==> src/rtl/latch_strobe_gen.sv <==
// Time-multiplexed write engine for a bank of D latches: shared data line plus
// one-hot enables, sequenced SETUP/OPEN/HOLD. Optional readback: LATCH_READBACK_EN.
module latch_strobe_gen #(
    parameter int N_LATCH   = 8,
    parameter int SETUP_CYC = 1,
    parameter int OPEN_CYC  = 2,
    parameter int HOLD_CYC  = 1,
    localparam int AW       = $clog2(N_LATCH)
) (
    input  logic              clk,
    input  logic              rst_n,
    input  logic              in_valid,
    output logic              in_ready,
    input  logic [AW-1:0]     in_addr,
    input  logic              in_bit,
    output logic              d,
    output logic [N_LATCH-1:0] en,
`ifdef LATCH_READBACK_EN
    input  logic [N_LATCH-1:0] q,
    output logic              chk_err,
`endif
    output logic              busy,
    output logic              addr_err
);

    localparam int MAX_SO = (SETUP_CYC > OPEN_CYC) ? SETUP_CYC : OPEN_CYC;
    localparam int MAX_C  = (MAX_SO > HOLD_CYC) ? MAX_SO : HOLD_CYC;
    localparam int CW     = $clog2(MAX_C + 1);

    typedef enum logic [1:0] {
        IDLE  = 2'd0,
        SETUP = 2'd1,
        OPEN  = 2'd2,
        HOLD  = 2'd3
    } state_t;

    state_t               state_q, state_d;
    logic [CW-1:0]        cnt_q, cnt_d;
    logic [AW-1:0]        addr_q;
    logic                 data_q;
    logic                 range_q;
    logic [N_LATCH-1:0]   en_q, en_d;
    logic                 addr_err_q;
    logic                 accept;
    logic                 addr_ok;
    logic                 ready_c;

    // A power-of-two bank has no unreachable addresses, so skip the compare.
    generate
        if ((1 << AW) == N_LATCH) begin : g_full_range
            assign addr_ok = 1'b1;
        end else begin : g_part_range
            assign addr_ok = ({1'b0, in_addr} < (AW+1)'(N_LATCH));
        end
    endgenerate

    assign accept = in_valid & ready_c;

    always_ff @(posedge clk or negedge rst_n) begin
        if (!rst_n) begin
            state_q <= IDLE;
            cnt_q   <= '0;
        end else begin
            state_q <= state_d;
            cnt_q   <= cnt_d;
        end
    end

    // Counter is reloaded with (phase length - 1) on every state entry.
    always_comb begin
        state_d = state_q;
        cnt_d   = cnt_q;
        case (state_q)
            IDLE: begin
                if (accept) begin
                    state_d = SETUP;
                    cnt_d   = CW'(SETUP_CYC - 1);
                end
            end
            SETUP: begin
                if (cnt_q == '0) begin
                    state_d = OPEN;
                    cnt_d   = CW'(OPEN_CYC - 1);
                end else begin
                    cnt_d = cnt_q - CW'(1);
                end
            end
            OPEN: begin
                if (cnt_q == '0) begin
                    state_d = HOLD;
                    cnt_d   = CW'(HOLD_CYC - 1);
                end else begin
                    cnt_d = cnt_q - CW'(1);
                end
            end
            HOLD: begin
                if (cnt_q == '0) begin
                    state_d = IDLE;
                    cnt_d   = '0;
                end else begin
                    cnt_d = cnt_q - CW'(1);
                end
            end
            default: begin
                state_d = IDLE;
                cnt_d   = '0;
            end
        endcase
    end

    always_comb begin
        ready_c = (state_q == IDLE);
    end

    // Enables are decoded from the next state so the registered en lines up
    // exactly with the OPEN cycles.
    generate
        for (genvar gi = 0; gi < N_LATCH; gi++) begin : g_en
            assign en_d[gi] = (state_d == OPEN) & range_q & (addr_q == AW'(gi));
        end
    endgenerate

    always_ff @(posedge clk or negedge rst_n) begin
        if (!rst_n) begin
            addr_q     <= '0;
            data_q     <= 1'b0;
            range_q    <= 1'b0;
            en_q       <= '0;
            addr_err_q <= 1'b0;
        end else begin
            en_q       <= en_d;
            addr_err_q <= accept & ~addr_ok;
            if (accept) begin
                addr_q  <= in_addr;
                data_q  <= in_bit;
                range_q <= addr_ok;
            end
        end
    end

`ifdef LATCH_READBACK_EN
    logic chk_err_q;
    logic last_hold;

    assign last_hold = (state_q == HOLD) && (cnt_q == '0);

    always_ff @(posedge clk or negedge rst_n) begin
        if (!rst_n) begin
            chk_err_q <= 1'b0;
        end else if (last_hold && range_q && (q[addr_q] != data_q)) begin
            chk_err_q <= 1'b1;
        end
    end

    assign chk_err = chk_err_q;
`endif

    assign in_ready = ready_c;
    assign busy     = ~ready_c;
    assign d        = data_q;
    assign en       = en_q;
    assign addr_err = addr_err_q;

endmodule

==> config.mk <==
export PLATFORM = sky130hd
export DESIGN_NAME = latch_strobe_gen
export DESIGN_NICKNAME = d
export VERILOG_FILES = /design/src/rtl/latch_strobe_gen.sv
export SDC_FILE = /design/constraint.sdc
export NUM_CORES = 1
export LEC_CHECK = 0
export ABC_AREA = 1
export BUFFER_PORTS_ARGS = -buffer_cell sky130_fd_sc_hd__clkbuf_2
export CORE_MARGIN = 8
export CORE_UTILIZATION = 49
export DETAILED_ROUTE_END_ITERATION = 8
export PLACE_DENSITY = 0.81
export SYNTH_ARGS = -nofsm -noshare
export SYNTH_HDL_FRONTEND = slang
export SYNTH_SLANG_ARGS = --single-unit
==> constraint.sdc <==
create_clock -name clk -period 1.75 [get_ports clk]
set_clock_uncertainty 0.2 [all_clocks]
set_input_delay 0.35 -clock clk [delete_from_list [all_inputs] [get_ports clk]]
set_output_delay 0.35 -clock clk [all_outputs]
set_load 0.05 [all_outputs]
=== Word-level counts from Yosys, hierarchy flattened ===
Index checks and enable logic that the tools add are counted.

* Register bits: 17
* Input bits: 7
* Output and inout port bits: 12
* Word-level logic and storage cells: 43

* Add/sub/neg operators: 1
* Equality and inequality tests: 12
* Mux-type cells: 9
* Bitwise logic cells: 11
* Reductions and logical operators: 4

{| class="wikitable"
|+ Operator list
! cell !! count
|-
| $mux W2 || 7
|-
| $eq A3 B3 Y1 const B || 4
|-
| $and A1 B1 Y1 || 10
|-
| $pmux W2 S4 || 1
|-
| $eq A2 B2 Y1 const B || 3
|-
| $eq A3 B2 Y1 const B || 2
|-
| $pmux W2 S3 || 1
|-
| $logic_not A2 Y1 || 2
|-
| $eq A3 B1 Y1 const B || 1
|-
| $logic_not A3 Y1 || 1
|-
| $eq A2 B1 Y1 const B || 1
|-
| $ne A2 B2 Y1 const B || 1
|-
| $reduce_or A2 Y1 || 1
|-
| $sub A2 B1 Y2 const B || 1
|-
| $not A1 Y1 || 1
|}

=== Longest topological paths before layout ===
Gate-level depths: netlist of run 1.

* Depth in word-level cells: 7
* Gate-level depth with buffers: 6
* Mapped depth without buffers: 6

=== Least setup slack after synthesis of run 1 ===
Ideal clock, no wire load.

* Path type: register to register
* Start point: register state_q[1]
* End point: register cnt_q[0]
* Setup time: 97 ps
* Arrival time: 1348 ps
* Path slack: 105 ps
* Cell stages (with the launch flop): 4
* Period minus slack after synthesis: 1645 ps
* Cell sequence: dfrtp_1 -> nor2_4 -> inv_1 -> o31ai_1

* Cells in the longest elaborated chain, start to end: 3
* Elaborated cells between the ends (all ways): 8
* Classes of those cells: eq/ne: 4; mux: 1; bitwise: 1; reduce/logical: 2

{| class="wikitable"
|+ Ends and longest elaborated chain
! item !! RTL line !! text
|-
| start, declared || 37 || <nowiki>state_t state_q, state_d;</nowiki>
|-
| start signal, assigned || 64 || <nowiki>state_q <= state_d;</nowiki>
|-
| $logic_not A2 Y1 (*) || 112 || <nowiki>ready_c = (state_q == IDLE);</nowiki>
|-
| via in_ready || 13 || <nowiki>output logic in_ready,</nowiki>
|-
| $and A1 B1 Y1 || 57 || <nowiki>assign accept = in_valid & ready_c;</nowiki>
|-
| $ne A2 B2 Y1 (no source line) || n/a ||
|-
| end signal, assigned || 65 || <nowiki>cnt_q <= cnt_d;</nowiki>
|-
| end, declared || 38 || <nowiki>logic [CW-1:0] cnt_q, cnt_d;</nowiki>
|}

The timed path passes the listed nets; every way through them passes the cells marked *.
A chain may end at the register's enable or synchronous reset.

=== Final worst setup path of run 1 ===
* Start point: register state_q[1]
* End point: output busy

* Cells in the longest elaborated chain, start to end: 2

{| class="wikitable"
|+ Ends and longest elaborated chain
! item !! RTL line !! text
|-
| $logic_not A2 Y1 || 112 ||
|-
| $not A1 Y1 || 159 || <nowiki>assign busy = ~ready_c;</nowiki>
|-
| end, declared || 22 || <nowiki>output logic busy,</nowiki>
|}

No other way between the ends.

==> results of run 1 <==
-- registers in the layout, indices dropped and copies added, names as in the netlist --
signal   count
d            1
cnt_q        2
addr_q       3
state_q      2
en           8
range_q      1
-- power groups by stage --
stage,combinational [W],sequential [W],clock (W)
3_5_place_dp,0.000888,0.000623,0
3_3_place_gp,0.000867,0.000610,0
5_1_grt,0.000987,0.000629,0.000235
2_1_floorplan,0.000541,0.000784,0
4_1_cts,0.000917,0.000614,0.000210
6_report,0.000910,0.000617,0.000199
-- worst max path at each step --
stage                         start  slack (ps)                   end
5_1_grt        state_q[1]$_DFF_PN0_           2                  busy
3_5_place_dp   state_q[1]$_DFF_PN0_         280                  busy
2_1_floorplan  state_q[1]$_DFF_PN0_         110  cnt_q[0]$_DFFE_PN0P_
4_1_cts        state_q[0]$_DFF_PN0_          10                  busy
3_3_place_gp   state_q[1]$_DFF_PN0_         330              in_ready
6_report       state_q[1]$_DFF_PN0_          60                  busy
-- logic make-up (layout without fill, tap and decap cells) --
family	after synthesis	in the layout	synth area share
other	1	1	0.00504
and+or+nand+nor	38	38	0.329
buffers and inverters	9	31	0.0504
DFF	17	17	0.571
AOI/OAI and AO/OA	6	6	0.0437
-- area by class of cell --
cell class,count,area [µm²],area share
sequential,17,425,0.479
tap,16,20.0,0.0225
clock buffer,4,26.3,0.0296
timing repair buffer,19,105,0.118
multi-input combinational,45,282,0.317
inverter,8,30.0,0.0338
-- what timing repair did --
item                                    4_1_cts  5_1_grt
pin swaps                                     1        1
setup buffers                                 1        0
endpoints found under the hold margin        17        0
gates resized for setup                       1        2
hold buffers                                  1        0
endpoints found under the setup margin        2        2
-- worst reg2reg max path: cells and delay by family, from the launching register on --
family | cells | cell delay (ps)
DFF | 1 | 440
and+or+nand+nor | 5 | 680
-- cells in the mapped netlist --
cell | instances | area share
and2_1 | 1 | 0.0084
buf_4 | 1 | 0.010
conb_1 | 1 | 0.0050
dfrtp_1 | 17 | 0.57
inv_1 | 7 | 0.035
inv_2 | 1 | 0.0050
nand2_1 | 10 | 0.050
nand2_2 | 2 | 0.017
nand2_4 | 2 | 0.030
nand3_1 | 9 | 0.060
nand3_2 | 1 | 0.013
nor2_1 | 2 | 0.010
nor2_2 | 1 | 0.0084
nor2_4 | 1 | 0.015
nor3_2 | 8 | 0.11
o21ai_0 | 5 | 0.034
o31ai_1 | 1 | 0.010
or2_1 | 1 | 0.0084
-- through the flow --
step / total power (W) / cell area (µm²) / setup slack [ps] / util
CTS: 0.00174 / 888 / 13.3 / 0.604
floorplan: 0.00132 / 744 / 105 / -
global placement: 0.00148 / 842 / 332 / 0.572
detailed placement: 0.00151 / 842 / 283 / 0.572
finish: 0.00173 / 888 / 60.0 / 0.604
global route: 0.00185 / 888 / 2.33 / 0.604
-- metal layers --
| metal | part of all wire | track usage | wire, µm | vias up |
|---|---|---|---|---|
| met5 | 0 | 0 | 0 | - |
| met4 | 0.032 | 0.0520 | 42 | 0 |
| met3 | 0.054 | 0.0241 | 72 | 4 |
| met2 | 0.47 | 0.153 | 622 | 15 |
| met1 | 0.44 | 0.124 | 584 | 259 |
| li1 | - | - | - | 274 |
==> impl_results.md, run 1 <==
- Register area share after synthesis: 0.571
- WP data required: around 1200 ps
- Mapped cell area: approximately 740 µm²
- R2R cell count: 5
- H-tree Lvls: 1
- Layout area overhead: 19.3%
- Drt pass-1 iters: 2
- Hold_sp: in_bit
- Run status: finished clean
- Post-route ant nets: 0
- Initial drt markers: 1
- Synth Register Bits: 17
- Comb power frac: 0.527
- Port bufs: 17
- Syn. warnings: 0
- Syn nets: 78
- Largest fanout on the critical path: 4
- Vias in the first global route: between 500 and 600
- Initial antenna violation count: 0
- Via density: between 5 and 6
- CTS clk-pin slew, worst paths: ~90 ps
- Inst Count DP: about 100
- Share of layout cells above drive strength 1: 0.398
- Dpl hpwl: 1.05 mm
- Reg2Reg Setup Slack: 360 ps
- Final Instance Count excl. Fillers: 109
- Setup CP Type: register to output pin
- Setup crit end kind: output pin
- Largest net degree at the start of global routing: 18
- Most common cell after layout, fill and taps aside: dfrtp_1
- Critical Path Stages: 3
- Flop pwr share: 0.357
- # IOs: 19
- Reg2reg start: cnt_q[0]$_DFFE_PN0P_
- Tcrit/Tclk final: 0.966
- CTS Buffer Depth: 2
- Synth Instances: slightly above 70
- RSZ-0062 raised after global routing: false
- Hold Path Depth: 3
- Die X: 55.0 µm
- Family with the most delay on the worst path: flip-flops
- Internal power: between 0.0008 and 0.0009 W
- Number of diodes: 0
- Commonest non-fill, non-tap cells in the layout: dfrtp_1 (17), clkbuf_2 (15), nand2_1 (10)
- Hold_ws: between 60 and 70 ps
- Final setup viols: 0
- Max-slew violations: 0
- Critical path's slowest cell: dfrtp_1
- Final net count: slightly above 100
- Num CTS Buffers: 3
- Max Clk Rate: between 0.5 and 0.6 GHz
- Clk network pwr share: 0.115
- Remaining DRCs: 0
- Worst min path class: input pin to register
- RD Place Congestion: ~0.79
- Height of the die: ~55 µm
- Clk sinks: 17
- Static Leak: 0.444 nW
- Arr. time, crit path: approximately 1100 ps
- # Max-Cap Violations: 0
- TNS Setup: 0 ps
- Hold Crit Endpoint: d$_DFFE_PN0P_
- DR WL/cell: ~12 µm
- NetSw: between 0.0008 and 0.0009 W
- Power per cell area: around 1900 nW/µm²
- Overall Global Routing Usage: 0.0985
- WL final: around 1.3 mm
- RR Endpoint: en[5]$_DFF_PN0_
- Min Tclk post-route: about 1700 ps
- Sw Ratio: 0.516
- Largest stage delay, worst path: approximately 440 ps
- Cell Rows: 14
- Vias: 552
- FILL cells: between 100 and 150
- Initial Util: 0.506
- Syn Area/Cell: between 10 and 15 µm²
- First-pass GRT wire length: approximately 2.2 mm
- Clock Latency Late Sink: around 280 ps
- Final Hold Viols: 0
- Buffers & Inverters on Critical Path: 2
- Startpoint types: register
- Die area: approximately 3000 µm²
- Root buffer cell: clkbuf_4
- Synth cell types: 18
- Core area: about 1500 µm²
- GRT overflow: 0
- Worst VDD drop: roughly 1.4 mV
- Crit-path cells: nor2_4 -> inv_1 -> buf_4
- CTS tree: done
Note: power is estimated with default switching activity, not from simulation.
==> inputs of run 2 (changes only) <==
--- a/config.mk
+++ b/config.mk
@@ -10,7 +10,8 @@
 export CORE_MARGIN = 8
 export CORE_UTILIZATION = 49
 export DETAILED_ROUTE_END_ITERATION = 8
-export PLACE_DENSITY = 0.81
+export PLACE_DENSITY = 0.79
+export SETUP_SLACK_MARGIN = 0.02
 export SYNTH_ARGS = -nofsm -noshare
 export SYNTH_HDL_FRONTEND = slang
 export SYNTH_SLANG_ARGS = --single-unit
==> run 2 against run 1 <==
  * Clock power about the same
  * Via count down 1.6%
  * Maximum frequency up 1.5%
  * Die area unchanged
  * Highest routed layer unchanged
==> impl_results.md, run 2 (synthesis gave the netlist of run 1 again) <==
- Commonest non-fill, non-tap cells in the layout: dfrtp_1 (17), clkbuf_2 (15), nand2_1 (10)
- Remaining DRCs: 0
- Clk network pwr share: 0.114
- Min Tclk post-route: around 1700 ps
- Worst slack, placed: approximately 300 ps
- Root buffer cell: clkbuf_4
- Setup CP Type: register to output pin
- CTS clk-pin slew, worst paths: about 90 ps
- Overall Global Routing Usage: 0.0993
- Initial drt markers: 18
- First-pass GRT wire length: approximately 2.2 mm
- # Max-Cap Violations: 0
- Multi-input logic area: roughly 280 µm²
- Vias: about 540
- Final Instance Count excl. Fillers: between 100 and 150
- Layout area overhead: 20.7%
- Initial Util: 0.506
- GRT overflow: 0
- Max-slew violations: 0
- Port bufs: 17
- Share of layout cells above drive strength 1: 0.404
- Final setup viols: 0
- RD Place Congestion: 0.795
- Core area: about 1500 µm²
- Power per cell area: between 1500 and 2000 nW/µm²
- Register area: ~430 µm²
- Clock Latency Late Sink: approximately 280 ps
- Flop pwr share: 0.349
- Inst Count DP: just over 100
- FILL cells: 120
- Cell Rows: 14
- Hold Path Depth: 3
- Initial antenna violation count: 0
- Num CTS Buffers: 3
- Sw Ratio: 0.508
- Die area: ~3000 µm²
- Die X: ~55 µm
- RSZ-0062 raised after global routing: false
- H-tree Lvls: 1
- WP data required: roughly 1200 ps
- Max reg flops: 8
- WL final: around 1.3 mm
- Comb power frac: 0.537
- Post-route ant nets: 0
- Reg2Reg Setup Slack: 340 ps
- Largest net degree at the start of global routing: 18
- Internal power: about 0.00085 W
- DR WL/cell: about 12 µm
- Static Leak: 0.449 nW
- Worst VDD drop: ~1.5 mV
- Via density: 4.94
- Height of the die: between 50 and 60 µm
- Setup crit end kind: output pin
- Largest fanout on the critical path: 4
- Final Hold Viols: 0
- Final net count: about 100
- TNS Setup: 0 ps
- Number of diodes: 0
- Arr. time, crit path: 1110 ps
- Dpl hpwl: approximately 1.0 mm
- Drt pass-1 iters: 4
- Utilization of the core after routing: 0.611
- # IOs: 19
- Run status: finished clean
- Worst min path class: input pin to register
- CTS tree: done
- Vias in the first global route: about 500
- CTS Buffer Depth: 2
- PnR worst setup slack: around 85 ps
- R2R cell count: 5
- Tcrit/Tclk final: 0.951
- Startpoint types: register
- Clk sinks: 17
- Max Clk Rate: approximately 0.60 GHz
- NetSw: 0.000884 W
- Most common cell after layout, fill and taps aside: dfrtp_1
- Total Power: between 0.0015 and 0.002 W
==> run 2: stage by stage <==
stage	hold WS (ps)	area, µm²
CTS	54.9	891
global route	54.4	898
global placement	90.0	842
finish	56.5	898
floorplan	-146	744
detailed placement	97.7	842
==> run 2: path summary, 6_finish.rpt <==
path / startpoint / endpoint
setup / recovery: state_q[0]$_DFF_PN0_ / busy
hold / removal: in_bit / d$_DFFE_PN0P_
setup reg to reg: cnt_q[1]$_DFFE_PN0P_ / en[1]$_DFF_PN0_
hold reg to reg: d$_DFFE_PN0P_ / d$_DFFE_PN0P_
max in group asynchronous: rst_n / d$_DFFE_PN0P_
min in group asynchronous: rst_n / cnt_q[1]$_DFFE_PN0P_
==> run 2: power groups by stage <==
stage                     sequential [W]  clock, W  combinational, W
after detailed placement        0.000619         0          0.000886
final                           0.000607  0.000198          0.000933
after global placement          0.000611         0          0.000867
after floorplan                 0.000784         0          0.000541
after CTS                       0.000605  0.000205          0.000924
after global routing            0.000621  0.000236           0.00102
==> run 2: cell type report <==
| cell class | instances | share of cell area |
|---|---|---|
| Sequential cell | 17 | 0.474 |
| Multi-Input combinational cell | 45 | 0.313 |
| Timing Repair Buffer | 20 | 0.128 |
| Inverter | 8 | 0.0334 |
| Clock buffer | 4 | 0.0292 |
| Tap cell | 16 | 0.0223 |
==> run 2: critical path: stages, from the launching register on <==
cell and delay (ps):
dfrtp_1 440, nor2_4 150, inv_1 60, buf_4 190
==> run 2: repair_timing <==
item,in CTS,in global routing
pin swaps,0,1
hold buffers,1,0
endpoints found under the setup margin,2,2
endpoints found under the hold margin,17,0
gates resized for setup,2,1
buffers inserted,1,1
==> run 2: per-layer routing <==
| layer | up-vias | global-route usage | routed length (µm) |
|---|---|---|---|
| met5 | - | 0 | 0 |
| met4 | 0 | 0.0720 | 50 |
| met3 | 7 | 0.0214 | 80 |
| met2 | 18 | 0.153 | 573 |
| met1 | 241 | 0.120 | 597 |
| li1 | 277 | - | - |
